==> src/rtl/rv151_pkg.sv <==
// +------------------------------------------------------------------+
// | rv151_pkg : shared types and defaults for the rv151 register file |
// | Rev 1.0                                                          |
// +------------------------------------------------------------------+
`default_nettype none

package rv151_pkg;

  localparam int XLEN_DEFAULT = 32;

  typedef enum logic [0:0] {
    RGF_IDLE  = 1'b0,
    RGF_CLEAR = 1'b1
  } rgf_state_t;

endpackage

`default_nettype wire

==> src/rtl/rv151_rgf_byp_if.sv <==
// +------------------------------------------------------------------+
// | rv151_rgf_byp_if : write/read/clear port bundle of the reg file  |
// | Rev 1.0                                                          |
// +------------------------------------------------------------------+
`default_nettype none

interface rv151_rgf_byp_if #(
  parameter int XLEN = rv151_pkg::XLEN_DEFAULT,
  parameter int AW   = 5
);

  logic            clr_req;
  logic            we;
  logic [AW-1:0]   wa;
  logic [XLEN-1:0] wd;
  logic [AW-1:0]   ra1;
  logic [AW-1:0]   ra2;
  logic [XLEN-1:0] rd1;
  logic [XLEN-1:0] rd2;
  logic            busy;

  modport master (
    output clr_req, we, wa, wd, ra1, ra2,
    input  rd1, rd2, busy
  );

  modport slave (
    input  clr_req, we, wa, wd, ra1, ra2,
    output rd1, rd2, busy
  );

endinterface

`default_nettype wire

==> src/rtl/rv151_rgf_clr.sv <==
// +------------------------------------------------------------------+
// | rv151_rgf_clr : clear sequencer FSM, walks every entry to zero   |
// | Rev 1.0                                                          |
// +------------------------------------------------------------------+
`default_nettype none

module rv151_rgf_clr
  import rv151_pkg::*;
#(
  parameter int NREG = 32,
  localparam int AW  = $clog2(NREG)
) (
  input  logic          clk,
  input  logic          rst,
  input  logic          clr_req,
  output logic          busy,
  output logic          clr_we,
  output logic [AW-1:0] clr_addr
);

  rgf_state_t    r_state;
  rgf_state_t    w_state_nxt;
  logic [AW-1:0] r_ptr;
  logic [AW-1:0] w_ptr_nxt;

  // Reset lands in CLEAR so the array is scrubbed without a direct reset.
  always_ff @(posedge clk) begin
    if (rst) begin
      r_state <= RGF_CLEAR;
      r_ptr   <= '0;
    end else begin
      r_state <= w_state_nxt;
      r_ptr   <= w_ptr_nxt;
    end
  end

  always_comb begin
    w_state_nxt = r_state;
    w_ptr_nxt   = r_ptr;
    case (r_state)
      RGF_IDLE: begin
        if (clr_req) begin
          w_state_nxt = RGF_CLEAR;
          w_ptr_nxt   = '0;
        end
      end
      RGF_CLEAR: begin
        w_ptr_nxt = r_ptr + 1'b1;
        if (r_ptr == AW'(NREG - 1)) begin
          w_state_nxt = RGF_IDLE;
        end
      end
      default: begin
        w_state_nxt = RGF_IDLE;
        w_ptr_nxt   = '0;
      end
    endcase
  end

  assign busy     = (r_state == RGF_CLEAR);
  assign clr_we   = busy;
  assign clr_addr = r_ptr;

endmodule

`default_nettype wire

==> src/rtl/rv151_rgf_byp.sv <==
// +------------------------------------------------------------------+
// | rv151_rgf_byp : 2R1W register file with write bypass and clear   |
// | Rev 1.0                                                          |
// +------------------------------------------------------------------+
`default_nettype none

module rv151_rgf_byp
  import rv151_pkg::*;
#(
  parameter int XLEN     = XLEN_DEFAULT,
  parameter int NREG     = 32,
  parameter int BYPASS   = 1,
  parameter int ZERO_REG = 1,
  localparam int AW      = $clog2(NREG)
) (
  input  logic              clk,
  input  logic              rst,
  rv151_rgf_byp_if.slave    bus
);

  logic [XLEN-1:0] r_mem [NREG];
  logic            w_busy;
  logic            w_clr_we;
  logic [AW-1:0]   w_clr_addr;
  logic            w_zero_drop;
  logic            w_wr_user;

  rv151_rgf_clr #(
    .NREG (NREG)
  ) u_clr (
    .clk      (clk),
    .rst      (rst),
    .clr_req  (bus.clr_req),
    .busy     (w_busy),
    .clr_we   (w_clr_we),
    .clr_addr (w_clr_addr)
  );

  // A user write only takes effect (and only forwards) when it will really land.
  assign w_zero_drop = (ZERO_REG != 0) && (bus.wa == '0);
  assign w_wr_user   = bus.we && !w_busy && !bus.clr_req && !rst && !w_zero_drop;

  always_ff @(posedge clk) begin
    if (w_clr_we) begin
      r_mem[w_clr_addr] <= '0;
    end else if (w_wr_user) begin
      r_mem[bus.wa] <= bus.wd;
    end
  end

  function automatic logic [XLEN-1:0] read_port(input logic [AW-1:0] ra);
    logic [XLEN-1:0] v;
    v = r_mem[ra];
    if (w_busy) begin
      v = '0;
    end else if ((BYPASS != 0) && w_wr_user && (bus.wa == ra)) begin
      v = bus.wd;
    end else if ((ZERO_REG != 0) && (ra == '0)) begin
      v = '0;
    end
    return v;
  endfunction

  always_comb begin
    bus.rd1 = read_port(bus.ra1);
    bus.rd2 = read_port(bus.ra2);
  end

  assign bus.busy = w_busy;

endmodule

`default_nettype wire
==> src/flat_wrapper.sv <==
// flat-port wrapper written by rule: the top's interface ports become plain ports
module rv151_rgf_byp_flat import rv151_pkg::*;
#(
  parameter int XLEN     = XLEN_DEFAULT,
  parameter int NREG     = 32,
  parameter int BYPASS   = 1,
  parameter int ZERO_REG = 1,
  localparam int AW      = $clog2(NREG)
)
  (clk, rst, bus_clr_req, bus_we, bus_wa, bus_wd, bus_ra1, bus_ra2, bus_rd1, bus_rd2, bus_busy);
  rv151_rgf_byp_if #(.XLEN(XLEN)) bus_i ();
  input  logic clk;
  input  logic rst;
  input wire logic [$bits(bus_i.clr_req)-1:0] bus_clr_req;
  input wire logic [$bits(bus_i.we)-1:0] bus_we;
  input wire logic [$bits(bus_i.wa)-1:0] bus_wa;
  input wire logic [$bits(bus_i.wd)-1:0] bus_wd;
  input wire logic [$bits(bus_i.ra1)-1:0] bus_ra1;
  input wire logic [$bits(bus_i.ra2)-1:0] bus_ra2;
  output wire logic [$bits(bus_i.rd1)-1:0] bus_rd1;
  output wire logic [$bits(bus_i.rd2)-1:0] bus_rd2;
  output wire logic [$bits(bus_i.busy)-1:0] bus_busy;
  assign bus_i.clr_req = bus_clr_req;
  assign bus_i.we = bus_we;
  assign bus_i.wa = bus_wa;
  assign bus_i.wd = bus_wd;
  assign bus_i.ra1 = bus_ra1;
  assign bus_i.ra2 = bus_ra2;
  assign bus_rd1 = bus_i.rd1;
  assign bus_rd2 = bus_i.rd2;
  assign bus_busy = bus_i.busy;
  rv151_rgf_byp #(.XLEN(XLEN), .NREG(NREG), .BYPASS(BYPASS), .ZERO_REG(ZERO_REG)) u_core (.clk(clk), .rst(rst), .bus(bus_i));
endmodule
==> config.mk <==
export PLATFORM = sky130hd
export DESIGN_NAME = rv151_rgf_byp_flat
export DESIGN_NICKNAME = d
export VERILOG_FILES = /design/src/rtl/rv151_pkg.sv /design/src/rtl/rv151_rgf_byp_if.sv /design/src/rtl/rv151_rgf_clr.sv /design/src/rtl/rv151_rgf_byp.sv /design/src/flat_wrapper.sv
export SDC_FILE = /design/constraint.sdc
export NUM_CORES = 1
export LEC_CHECK = 0
export CORE_AREA = 2 2 407 409
export CTS_BUF_LIST = sky130_fd_sc_hd__clkbuf_8
export CTS_CLUSTER_SIZE = 8
export DETAILED_ROUTE_END_ITERATION = 12
export DIE_AREA = 0 0 409 411
export PLACE_DENSITY = 0.41
export SLEW_MARGIN = 10
export SYNTH_ARGS = -nofsm -noshare
export SYNTH_HDL_FRONTEND = slang
export SYNTH_SLANG_ARGS = --single-unit
==> constraint.sdc <==
create_clock -name clk -period 9.08 [get_ports clk]
set_clock_uncertainty 0.1 [all_clocks]
set_input_delay 2.27 -clock clk [delete_from_list [all_inputs] [get_ports clk]]
set_output_delay 2.27 -clock clk [all_outputs]
set_load 0.02 [all_outputs]
== Word-level counts from Yosys, hierarchy flattened ==
Memories as Yosys holds them, arrays and structs flattened.
Cells that the tools add are included.

* Equal/unequal tests: 4
* Mux-type cells: 19
* Add/subtract/negate cells: 1
* Bitwise operators: 1
* Reduce and logical (&&, ||, !) cells: 14

{| class="wikitable"
|+ Operators with widths
! kind !! number
|-
| $mux 32 || 7
|-
| $reduce_or 32->1 || 1
|-
| $logic_not 5->1 || 3
|-
| $eq 5x5->1 || 2
|-
| $mux 5 || 2
|-
| $pmux 5 s2 || 1
|-
| $mux 1 || 8
|-
| $logic_and 1x1->1 || 6
|-
| $add 5x1->5 const B || 1
|-
| $eq 5x5->1 const B || 1
|-
| $logic_not 1->1 || 4
|-
| $ne 2x2->1 const B || 1
|-
| $pmux 1 s2 || 1
|-
| $not 1->1 || 1
|}

* Memory bits (writable): 1024
* Memories: 1
* Logic and storage cells: 42
* Output and inout bits: 65
* Bits in registers: 6

{| class="wikitable"
|+ Memories
! name !! words !! bits a word !! rd ports !! clocked after Yosys merged registers in !! write ports !! line !! text
|-
| u_core.r_mem || 32 || 32 || 2 || 0 || 1 || rv151_rgf_byp.sv:21 || <nowiki>logic [XLEN-1:0] r_mem [NREG];</nowiki>
|}

== Logic depth before layout (Yosys ltp) ==
Gate-level depths: netlist of run 1.

* Word-level depth: 10
* Mapped depth: 9
* Gate-level depth less buffers: 5

== Hierarchy ==
From an unflattened synthesis of run 1, not the netlist that was laid out.

* Cells, all modules: 2282
* Area, all modules: 48132.4 um2

{| class="wikitable"
|+ Modules (own cells, without submodules)
! module !! instances !! seq. area each (um2) !! cells each !! area each (um2)
|-
| rv151_rgf_byp || 1 || 30749.5 || 2251 || 47843.4
|-
| rv151_rgf_clr || 1 || 120.1 || 31 || 289.0
|}

== Worst setup path before layout of run 1 ==
No wires, ideal clock.

* Path type: input to output
* From: input port bus_ra2[1]
* To: output port bus_rd2[10]
* Setup slack: 2.272 ns
* Data arrival time: 4.438 ns
* Buffers on the path: 2
* Cell stages on the path: 6
* Required time: 6.710 ns
* Cell sequence: clkbuf_1 > buf_1 > mux4_2 > mux4_2 > nor2b_1 > a211o_1

* Cells in the longest elaborated chain, start to end: 4
* Elaborated cells between the ends (all ways): 7
* Classes of those cells: 1 x eq/ne; 3 x mux; 2 x reduce/logical; 1 x memory

{| class="wikitable"
|+ RTL lines
! element !! line !! text
|-
| from (decl) || flat_wrapper.sv:19 || <nowiki>input wire logic [$bits(bus_i.ra2)-1:0] bus_ra2;</nowiki>
|-
| $mem_v2 32x32, or another cell as far along || n/a ||
|-
| $mux 32 / $logic_and 1x1->1 (equally long branches) || rv151_rgf_byp.sv:58, rv151_rgf_byp.sv:56 ||
|-
| $mux 32 (*) || rv151_rgf_byp.sv:56 || <nowiki>end else if ((BYPASS != 0) && w_wr_user && (bus.wa == ra)) begin</nowiki>
|-
| $mux 32 (*) || rv151_rgf_byp.sv:54 || <nowiki>if (w_busy) begin</nowiki>
|-
| to (decl) || flat_wrapper.sv:21 || <nowiki>output wire logic [$bits(bus_i.rd2)-1:0] bus_rd2;</nowiki>
|}

Mark *: on every way between the ends. The rest lies on a longest branch, timed or not.

== Final worst setup path of run 1 ==
* From: input port rst
* To: output port bus_rd1[8]

* Cells in the longest elaborated chain, start to end: 6

{| class="wikitable"
|+ RTL lines
! element !! line !! text
|-
| from (decl) || flat_wrapper.sv:13 || <nowiki>input logic rst;</nowiki>
|-
| $logic_not 1->1 || rv151_rgf_byp.sv:41 || <nowiki>assign w_wr_user = bus.we && !w_busy && !bus.clr_req && !rst && !w_zero_drop;</nowiki>
|-
| $logic_and 1x1->1 (2 in series) || rv151_rgf_byp.sv:41 ||
|-
| $logic_and 1x1->1 || rv151_rgf_byp.sv:56 ||
|-
| $mux 32 || rv151_rgf_byp.sv:56 ||
|-
| $mux 32 || rv151_rgf_byp.sv:54 ||
|-
| to (decl) || flat_wrapper.sv:20 || <nowiki>output wire logic [$bits(bus_i.rd1)-1:0] bus_rd1;</nowiki>
|}

Every way passes these cells.

==> flow_summary.ini, run 1 <==
[finish]
layout_commonest_cell = edfxtp_1
area_growth_pct = 16.3
layout-drive-gt1-share = 0.286
final_cell_mix = edfxtp_1, mux4_2, mux2i_1, clkbuf_8, buf_4
nFillCells = 15405
nNetsFinal = 2901
design_area_um2 = 56800
fin_util = 0.346

[timing]
relSlewSlack = 0.178
fin_crit_sh = 0.933
drv_slew = 0
rsz0062_at_grt = no
setup_violations = 0
tightestPinTransition_ns = 1.23
setup_tns_ns = 0
fmax_mhz = 118
hold_violations = 0
layout_min_cycle_time_ns = 8.47

[logic_synthesis]
synth-seq-area-share = 0.632
syn_area_um2 = 48800
syn_nets = 2680
ys_ff_latch = 1030
syn_inst = 2627
syn_avg_cell_area_um2 = 18.6
synth.distinct_cells = 46
yosysWarnings = 0

[clock_tree]
cts_setup_buffers = 0
numCtsBuffers = 181
cts_resized = 0
root_buffer = clkbuf_8
path_clk_slew_ns = 0.06
clock_latency_ns = 0.89
clock-sinks = 1030
cts_tree = built
htreeDepth = 4
ctsHoldBuffers = 0
cts_buffer_depth = 3

[floorplan]
die_h_um = 411
dieArea_um2 = 168000
core_um2 = 164000
placementRows = 149
initial_utilization = 0.298
fp.dieW_um = 409
ioPinCount = 116

[placement]
placed_cell_area_um2 = 53500
dpl.hpwl_um = 114000
port_buffers = 115
gp_congestion = 0.858

[route]
drt.antenna.violating_nets = 0
dr.pass1.iters = 5
top_layer = met5
wl_met3_um = 13300
viasPerCell = 5.80
drcViolationCount = 0
via_count = 30037
wirelength_met1_um = 80700
post_drt_wl_per_cell_um = 35.7
postRouteWirelength_um = 185000
wl_met2_um = 86700
dr.first_iter.drc_count = 3135

[worst_setup_path]
r2r_setup_slack_ns = 3.88
cp-end-kind = primary output
critPathMaxFanout = 13
worstPathArrival_ns = 6.10
cp-start-kind = primary input
crit_type = in -> out
crit_required_ns = 6.71

[outcome]
status = finished clean

[power]
power_density_nw_per_um2 = 176
ir_worst_vdd_mv = 0.141
p_leak_nw = 20.1

[min_path]
hold_class = reg -> reg

[global_routing]
grt_pass1_vias = 30962
track_usage = 0.217
grt_remaining_overflow = 0
antenna_found_initial = 9
grt_max_degree = 87
grt_pass1_wl_um = 255000

[flow_run]
drv_cap = 0
[cells by family (layout without fill, tap and decap cells)]
logic type | Yosys count | count (layout) | share of synthesized area
buffers and inverters | 229 | 593 | 0.0213
AOI/OAI and AO/OA | 437 | 437 | 0.0686
other | 0 | 1 | 0
adders and majority gates | 2 | 2 | 0.000512
xor gates and xnor gates | 11 | 11 | 0.00197
DFF | 1030 | 1030 | 0.632
and+or+nand+nor | 210 | 210 | 0.0236
muxes | 708 | 708 | 0.252
[Yosys cell counts, drive strengths merged]
cell	count	area share
edfxtp	1024	0.63
mux4	416	0.19
mux2i	290	0.059
buf	115	0.013
clkbuf	110	0.0085
a211oi	96	0.015
nor2b	66	0.0085
a211o	64	0.011
o221ai	64	0.011
nor2	39	0.0030
a21oi	37	0.0038
o21ai	36	0.0037
nor3	35	0.0036
and2	33	0.0042
a221oi	32	0.0057
a22oi	32	0.0049
o211ai	32	0.0049
o22ai	32	0.0041
nand2	16	0.0012
xnor2	11	0.0020
dfxtp	6	0.0025
nand3	5	0.00051
inv	4	0.00031
nand2b	3	0.00038
nand3b	3	0.00046
nor3b	3	0.00046
o31ai	3	0.0010
or2	3	0.00038
and3	2	0.00026
ha	2	0.00051
mux2	2	0.00046
o311ai	2	0.0011
a31oi	1	0.00013
a32o	1	0.00020
nor4	1	0.00013
nor4b	1	0.00049
o21a	1	0.00015
o32a	1	0.00020
o32ai	1	0.00018
o41a	1	0.00023
o41ai	1	0.00056
[where the power goes]
group | switching (W) | internal, W
combinational | 0.000479 | 0.000297
clock | 0.00201 | 0.00200
sequential | 0.0000246 | 0.00520
total | 0.00251 | 0.00751
[worst max-delay path, cell delays in order]
cell	delay [ns]
clkdlybuf4s50_1	0.58
nor4b_4	0.84
o41ai_4	0.40
nor3_2	0.65
buf_4	0.38
a211o_1	0.30
clkdlybuf4s50_1	0.67
[final timing paths]
kind,from,to,cells past startpoint
setup / recovery,rst,bus_rd1[8],7
hold / removal,u_core.u_clr.clr_addr[2],u_core.u_clr.clr_addr[2],2
setup reg to reg,u_core.u_clr.busy,u_core.r_mem[5][7],7
hold reg to reg,u_core.u_clr.clr_addr[2],u_core.u_clr.clr_addr[2],2
[layout make-up]
class	count	area, um^2	area share
clock buffer	185	2550	0.0449
clock inverter	141	717	0.0126
sequential	1030	30900	0.544
timing repair buffer	263	2660	0.0468
inverter	4	15.0	0.000264
multi-input combinational	1368	17200	0.303
antenna	1	2.50	0.0000441
tap	2189	2740	0.0482
[sequential cells by signal (all words and copies together) (netlist names)]
signal                 cells
u_core.u_clr.clr_addr      5
u_core.r_mem            1024
u_core.u_clr.busy          1
[layer usage]
| layer | up-vias | GRT usage |
|---|---|---|
| li1 | 11846 | - |
| met1 | 16495 | 0.299 |
| met2 | 1411 | 0.347 |
| met3 | 275 | 0.0484 |
| met4 | 10 | 0.0561 |
| met5 | - | 0 |
[through the flow]
stage / power [W] / hold slack, ns / std cells / worst slack, ns
3_5_place_dp: 0.00610 / 0.572 / 4854 / 0.735
4_1_cts: 0.0101 / 0.577 / 5180 / 0.712
5_1_grt: 0.0104 / 0.610 / 5181 / 0.550
6_report: 0.0100 / 0.608 / 5181 / 0.606
3_3_place_gp: 0.00611 / 0.575 / 4853 / 0.801
2_1_floorplan: 0.00577 / 0.406 / 2627 / 2.27
(Power assumes the default switching activity.)
==> run 2: changes to the inputs <==
--- a/config.mk
+++ b/config.mk
@@ -11,7 +11,7 @@
 export DETAILED_ROUTE_END_ITERATION = 12
 export DIE_AREA = 0 0 409 411
 export PLACE_DENSITY = 0.41
-export SLEW_MARGIN = 10
+export SLEW_MARGIN = 0
 export SYNTH_ARGS = -nofsm -noshare
 export SYNTH_HDL_FRONTEND = slang
 export SYNTH_SLANG_ARGS = --single-unit
==> run 2 against run 1 <==
Cell count about the same. Wire length about the same. Clock-buffer cell count increased by 7. Non-clock buffer count decreased by 1. Clock power increased by 3%.
==> flow_summary.ini, run 2 (same netlist as run 1, synthesis figures left out) <==
[finish]
final_cell_mix = edfxtp_1, mux4_2, mux2i_1, clkbuf_8, buf_4
final-seq-area_um2 = 30900
fin_util = 0.347
area_growth_pct = 16.4
nFillCells = 15390
largest-register = u_core.r_mem
nNetsFinal = 2901
multi_input_area_um2 = 17200
largest_reg_flops = 1024
layout-drive-gt1-share = 0.282
layout_commonest_cell = edfxtp_1

[power]
internal_power_w = 0.00762
p_seq_frac = 0.517
clockPowerShare = 0.407
ir_worst_vdd_mv = 0.148
power_frac_comb = 0.077
power_density_nw_per_um2 = 178
p_switching_w = 0.00251
p_leak_nw = 20.2
switching_share = 0.248

[route]
postRouteWirelength_um = 185000
dr.first_iter.drc_count = 3087
drcViolationCount = 0
wirelength_met1_um = 80500
drt.antenna.violating_nets = 0
via_count = 29933
wl_met3_um = 13600
viasPerCell = 5.77
wl_met2_um = 85700
dr.pass1.iters = 6
top_layer = met5
post_drt_wl_per_cell_um = 35.7

[timing]
drv_slew = 0
hold_violations = 0
relSlewSlack = 0.130
layout_min_cycle_time_ns = 8.44
setup_violations = 0
fin_crit_sh = 0.930
rsz0062_at_grt = no
setup_tns_ns = 0
tightestPinTransition_ns = 1.30
fmax_mhz = 118

[worst_setup_path]
worstPathArrival_ns = 6.07
r2r_setup_slack_ns = 3.89
cp-start-kind = primary input
reg2reg_depth = 7
critical_path.cell_chain = clkdlybuf4s50_1 > nor4b_4 > o41ai_4 > nor3_2 > buf_4 > a211o_1 > clkdlybuf4s50_1
endpoint = bus_rd1[10]
slowest_delay_ns = 0.79
r2r-end = u_core.r_mem[14][28]
crit_required_ns = 6.71
crit_path_frequent_cell = clkdlybuf4s50_1
crit_start = rst
worst_path_max_delay_cell = nor4b_4
r2r-start = u_core.u_clr.busy
cp-end-kind = primary output
crit_type = in -> out
critPathMaxFanout = 13

[clock_tree]
root_buffer = clkbuf_8
path_clk_slew_ns = 0.06
clock-sinks = 1030
clock_latency_ns = 0.88
htreeDepth = 4
cts_tree = built
cts_buffer_depth = 3
cts_setup_buffers = 0
numCtsBuffers = 182
ctsHoldBuffers = 0
cts_resized = 0

[flow_run]
drv_cap = 0

[floorplan]
core_um2 = 164000
dieArea_um2 = 168000
placementRows = 149
ioPinCount = 116
initial_utilization = 0.298
die_h_um = 411
fp.dieW_um = 409

[placement]
dpl.hpwl_um = 113000
gp_congestion = 0.858
port_buffers = 115

[min_path]
hold_class = reg -> reg

[global_routing]
grt_max_degree = 87
grt_pass1_wl_um = 256000
track_usage = 0.218
antenna_found_initial = 9
grt_pass1_vias = 31037
grt_remaining_overflow = 0

[outcome]
status = finished clean
==> run 2: per-layer routing <==
| metal | vias up | GRT usage |
|---|---|---|
| li1 | 11859 | - |
| met1 | 16344 | 0.300 |
| met2 | 1401 | 0.343 |
| met3 | 319 | 0.0508 |
| met4 | 10 | 0.0646 |
| met5 | - | 0 |
==> run 2: how the worst min path moves through the flow <==
stage	end	cells after the start	slack [ns]	start
after detailed placement	u_core.u_clr.clr_addr[2]	2	0.57	u_core.u_clr.clr_addr[2]
after global routing	u_core.u_clr.clr_addr[2]	2	0.64	u_core.u_clr.clr_addr[2]
after floorplan	u_core.u_clr.clr_addr[2]	2	0.41	u_core.u_clr.clr_addr[2]
after CTS	u_core.u_clr.clr_addr[2]	2	0.58	u_core.u_clr.clr_addr[2]
final	u_core.u_clr.clr_addr[2]	2	0.61	u_core.u_clr.clr_addr[2]
after global placement	u_core.u_clr.clr_addr[2]	2	0.57	u_core.u_clr.clr_addr[2]
==> run 2: final cells by class <==
type | instances | area share
diodes | 4 | 0.000176
clock buffers | 192 | 0.0465
clock inverters | 135 | 0.0127
inverters | 4 | 0.000264
multi-input cells | 1368 | 0.303
flip-flops and latches | 1030 | 0.543
well taps | 2189 | 0.0482
repair buffers | 262 | 0.0464
==> run 2: power groups by stage <==
stage	Clock (W)	Combinational (W)	Sequential, W
floorplan	0	0.000450	0.00532
global placement	0	0.000786	0.00532
detailed placement	0	0.000777	0.00533
CTS	0.00423	0.000779	0.00523
global route	0.00442	0.000805	0.00523
finish	0.00412	0.000775	0.00523
==> run 2: stage by stage <==
| step | instances | power [W] | setup WS, ns | hold WS (ns) | area, um^2 |
|---|---|---|---|---|---|
| 3_3_place_gp | 4853 | 0.00611 | 0.801 | 0.575 | 53500 |
| 4_1_cts | 5180 | 0.0102 | 0.737 | 0.577 | 56800 |
| 2_1_floorplan | 2627 | 0.00577 | 2.27 | 0.406 | 48800 |
| 3_5_place_dp | 4853 | 0.00610 | 0.763 | 0.570 | 53500 |
| 6_report | 5184 | 0.0101 | 0.638 | 0.609 | 56900 |
| 5_1_grt | 5182 | 0.0105 | 0.560 | 0.638 | 56900 |
==> run 2: worst max-delay path: cells and delay by family <==
kind            cells  cell delay, ns
buf+inv             3            1.61
simple gates        2            1.44
compound gates      2            0.73
